$ cat src/rtl/mmio_timer_slave.sv
// Memory-mapped prescaled 32-bit timer slave: single-cycle bus reads/writes,
// compare match with optional auto-reload and a level interrupt.
module mmio_timer_slave #(
   parameter int DATA_WIDTH = 32,
   parameter int ADDR_WIDTH = 7,
   parameter int PRESCALE_W = 16
) (
   input  logic                  clk,
   input  logic                  rst,
   input  logic [DATA_WIDTH-1:0] wd,
   input  logic [DATA_WIDTH-1:0] address,
   input  logic                  we,
   input  logic                  re,
   output logic [DATA_WIDTH-1:0] rd,
   output logic                  irq
);

   logic [2:0]            ctrl_q, ctrl_d;
   logic [31:0]           count_q, count_d;
   logic [31:0]           compare_q, compare_d;
   logic                  match_q, match_d;
   logic [PRESCALE_W-1:0] prescale_q, prescale_d;
   logic [PRESCALE_W-1:0] ps_cnt_q, ps_cnt_d;

   logic [2:0] idx;
   logic       wr_ctrl, wr_count, wr_compare, wr_status, wr_prescale;
   logic       tick, hit;
   logic       unused_addr;

   assign idx         = address[4:2];
   assign unused_addr = ^{address[DATA_WIDTH-1:ADDR_WIDTH], address[ADDR_WIDTH-1:5], address[1:0]};

   always_comb begin
      wr_ctrl     = we && (idx == 3'd0);
      wr_count    = we && (idx == 3'd1);
      wr_compare  = we && (idx == 3'd2);
      wr_status   = we && (idx == 3'd3);
      wr_prescale = we && (idx == 3'd4);
      hit         = (count_q == compare_q);
      // A CTRL write that clears EN freezes COUNT, so it also swallows this cycle's tick.
      tick        = ctrl_q[0] && (ps_cnt_q == prescale_q) && !(wr_ctrl && !wd[0]);

      ctrl_d     = wr_ctrl    ? wd[2:0]            : ctrl_q;
      compare_d  = wr_compare ? wd                 : compare_q;
      prescale_d = wr_prescale ? wd[PRESCALE_W-1:0] : prescale_q;

      ps_cnt_d = ps_cnt_q;
      if (!ctrl_q[0] || (ps_cnt_q == prescale_q)) ps_cnt_d = '0;
      else                                         ps_cnt_d = ps_cnt_q + PRESCALE_W'(1);
      if (wr_prescale) ps_cnt_d = '0;

      count_d = count_q;
      if (tick) count_d = (hit && ctrl_q[1]) ? 32'd0 : count_q + 32'd1;
      if (wr_count) count_d = wd;

      // Set by a match tick takes priority over a same-cycle W1C.
      match_d = match_q;
      if (wr_status && wd[0]) match_d = 1'b0;
      if (tick && hit)        match_d = 1'b1;
   end

   always_ff @(posedge clk) begin
      if (rst) begin
         ctrl_q     <= '0;
         count_q    <= '0;
         compare_q  <= 32'hFFFF_FFFF;
         match_q    <= 1'b0;
         prescale_q <= '0;
         ps_cnt_q   <= '0;
      end else begin
         ctrl_q     <= ctrl_d;
         count_q    <= count_d;
         compare_q  <= compare_d;
         match_q    <= match_d;
         prescale_q <= prescale_d;
         ps_cnt_q   <= ps_cnt_d;
      end
   end

   always_comb begin
      rd = '0;
      if (re) begin
         case (idx)
            3'd0:    rd = {{(DATA_WIDTH-3){1'b0}}, ctrl_q};
            3'd1:    rd = count_q;
            3'd2:    rd = compare_q;
            3'd3:    rd = {{(DATA_WIDTH-1){1'b0}}, match_q};
            3'd4:    rd = {{(DATA_WIDTH-PRESCALE_W){1'b0}}, prescale_q};
            default: rd = '0;
         endcase
      end
   end

   assign irq = match_q & ctrl_q[2];

endmodule

$ cat config.mk
export PLATFORM = sky130hd
export DESIGN_NAME = mmio_timer_slave
export DESIGN_NICKNAME = d
export VERILOG_FILES = /design/src/rtl/mmio_timer_slave.sv
export SDC_FILE = /design/constraint.sdc
export NUM_CORES = 1
export LEC_CHECK = 0
export CAP_MARGIN = 10
export CORE_MARGIN = 4
export CORE_UTILIZATION = 57
export DETAILED_ROUTE_END_ITERATION = 6
export PLACE_DENSITY = 0.94
export SYNTH_ARGS = -nofsm -noshare
export SYNTH_HDL_FRONTEND = slang
export SYNTH_SLANG_ARGS = --single-unit
export TNS_END_PERCENT = 1
$ cat constraint.sdc
create_clock -name clk -period 4.7 [get_ports clk]
set_input_delay 1.41 -clock clk [delete_from_list [all_inputs] [get_ports clk]]
set_output_delay 1.41 -clock clk [all_outputs]
set_load 0.02 [all_outputs]
==> impl_results.md <==
- CTS tree: built
- Post-Synth Simple-Gate Area: 29.5%
- GPL Wtd Cong: 0.927
- Die width: 111 um
- WP data required: 3.29 ns
- Hold_buf cts: 0
- Port bufs: 71
- Grt total ovfl: 0
- Yosys warns: 0
- Adder-Cell Fraction of Synth Area: 0.414%
- Remaining antenna violation count: 0
- Final wirelength: 17.7 mm
- First-pass GRT wire length: 28.5 mm
- Status: complete, but fails checks
- Area growth from synthesis to layout: 16.7%
- Ant diodes: 0
- First DRT Iteration DRCs: 681
- Synth area leader: dfxtp_1
- Setup TNS: 0 ns
- Pre-Repair DR Iteration Count: 7
- Die ar.: 12300 sq um
- Commonest non-fill, non-tap cell in the layout: nand2_1
- Synthesized area: 6040 sq um
- HP Class: flip-flop to flip-flop
- Slew Viols, Final: 0
- Htree depth: 3
- Fillers: 777
- Final setup fails: 0
- Layout Nets: 891
- Mapped Avg Cell Area: 7.75 sq um
- Ys flop type: dfxtp_1
- Most frequent cells in the layout: nand2_1, dfxtp_1, nor2_1, xnor2_1
- Pwr dens: 239 nW/um^2
- Relative slew slack: 48.4%
- Seq/Total Area, Yosys: 33.1%
- Final hold vios: 0
- Clock root buffer: clkbuf_8
- Clk_lat worst skew: 0.37 ns
- Actual slew at the worst max-slew pin: 0.774 ns
- Mux cell area share after synthesis: 0.517%
- TritonCTS buffer count: 9
- Clk pin slew, worst setup/hold paths: 0.09 ns
- Max Cap Violations: 0
- Worst Path Arrival: 3.16 ns
- Lkg Pwr: 2.77 nW
- Fin crit period: 4.57 ns
- Mapped Nets: 850
- # clock sinks: 100
- All-Layer GR Usage: 28.1%
- Max frequency: 0.219 GHz
- Worst Setup Start Kind: primary input
- Io pins: 101
- Unrepaired setup endpoints after global routing: no
- Post-synthesis compound-gate area fraction: 17.5%
- Yosys cell types: 47
- VDD IR max: 161 uV
- Synth Register Bits: 100
- Share of the synthesized area in the top cell type: 33.1%
- Top post-synthesis cells by area: dfxtp_1, nand2_1, xnor2_1
- Dpl hpwl: 11.8 mm
- Post-route cell area: 7060 sq um
- Crit path capture type: output port
- Vias in the first global route: 5694
- Row cnt: 37
- DRC Markers: 1
- WL/cell: 18.4 um
- Clk_skew: 0.00905 ns
- Core footprint: 10300 sq um
- Gate Count Post-Synth: 780
- Chip Height: 111 um
- CTS Buffer Depth: 2
- Final Util: 68.3%
- Setup bufs post-CTS: 0
- Crit path max fanout: 13
- Post-synthesis xor/xnor area fraction: 13.4%
- Area after DPL: 6860 sq um
- Largest family of logic cells by synthesized area: simple AND/OR/NAND/NOR gates
- Initial antenna violation count: 0
- Largest net degree at the start of global routing: 113
- Crit Path Category: primary input to output port
- Tcrit/Tclk final: 97.3%
- Async SR Flop Fraction: 0%
- Share of cells above drive strength 1: 7.15%
- Vias per cell: 6.32
- Initial Util: 58.6%
- EDFF count, synth: 0
- DR vias: 6070
- Failing checks: design-rule violations
where the power goes:
part           total (mW)  switching (mW)  leakage, nW  internal, mW
Combinational       0.244           0.133         1.86         0.111
Clock               0.552           0.308       0.0915         0.243
Sequential          0.892          0.0254        0.811         0.866
synthesized netlist by cell type, types with 2 or more instances:
| cell | instances |
|---|---|
| nand2_1 | 143 |
| dfxtp_1 | 100 |
| nor2_1 | 94 |
| xnor2_1 | 61 |
| clkbuf_1 | 45 |
| a21oi_1 | 38 |
| a22oi_1 | 34 |
| nand3b_1 | 33 |
| nand4_1 | 33 |
| a2bb2oi_1 | 29 |
| xor2_1 | 28 |
| o2bb2ai_1 | 23 |
| nand3_1 | 20 |
| buf_2 | 19 |
| and3_1 | 9 |
| and2_1 | 7 |
| nor2b_1 | 7 |
| nor3_1 | 6 |
| inv_1 | 5 |
| nor4_1 | 5 |
| o2bb2ai_2 | 5 |
| o21ai_0 | 3 |
| or3_1 | 3 |
| and4_1 | 2 |
| buf_1 | 2 |
| buf_6 | 2 |
| ha_1 | 2 |
| mux2i_1 | 2 |
| xnor2_2 | 2 |
registers in the layout, indices dropped and copies added (netlist names):
signal      flops
compare_q      32
count_q        32
match_q         1
ctrl_q          3
ps_cnt_q       16
prescale_q     16
critical path: stages:
cell             delay (ns)
clkdlybuf4s50_1        0.44
buf_4                  0.16
nor3b_1                0.22
buf_4                  0.27
a21oi_1                0.10
nor2_1                 0.18
dlygate4sd2_1          0.36
through the flow:
stage	cells	worst slack, ns	hold slack, ns	total power, mW
floorplan	780	0.510	0.444	1.04
global placement	946	-0.109	0.462	1.15
detailed placement	946	-0.120	0.475	1.15
CTS	961	0.00101	0.490	1.68
global route	961	0.00571	0.525	1.74
finish	961	0.125	0.493	1.69
routing by layer:
layer | track usage, % | vias to the layer above | wire length [um]
li1 | - | 2781 | -
met1 | 37.3 | 2820 | 7130
met2 | 43.8 | 383 | 7970
met3 | 4.20 | 86 | 1650
met4 | 15.3 | 0 | 927
met5 | 0 | - | 0
area by class of cell:
cell class	instances	area (sq um)	area share [%]
flip-flops and latches	100	2000	28.4
multi-input cells	605	3710	52.6
inverters	5	18.8	0.266
clock inverters	6	63.8	0.904
clock buffers	9	124	1.76
repair buffers	100	966	13.7
well taps	136	170	2.41
cells by family after synthesis:
family	after synthesis
xor gates and xnor gates	91
and+or+nand+nor	371
AOI/OAI and AO/OA	138
adders and majority gates	2
buffers and inverters	75
DFF	100
muxes	3
final timing paths:
check | from | to | slack (ns) | cells after the start
worst min register to register | ctrl_q[2]$_SDFFE_PP0N_ | ctrl_q[2]$_SDFFE_PP0N_ | 0.49 | 2
worst max register to register | prescale_q[14]$_SDFFE_PP0P_ | count_q[24]$_SDFFE_PP0P_ | 2.07 | 7
worst max-delay path | address[2] | rd[15] | 0.13 | 7
worst min-delay path | ctrl_q[2]$_SDFFE_PP0N_ | ctrl_q[2]$_SDFFE_PP0N_ | 0.49 | 2
what timing repair did:
| item | 4_1_cts | 5_1_grt |
|---|---|---|
| endpoints found under the setup margin | 21 | 12 |
| gates resized for setup | 21 | 12 |
| pin swaps | 0 | 0 |
Power figures use the tool's default switching activity.
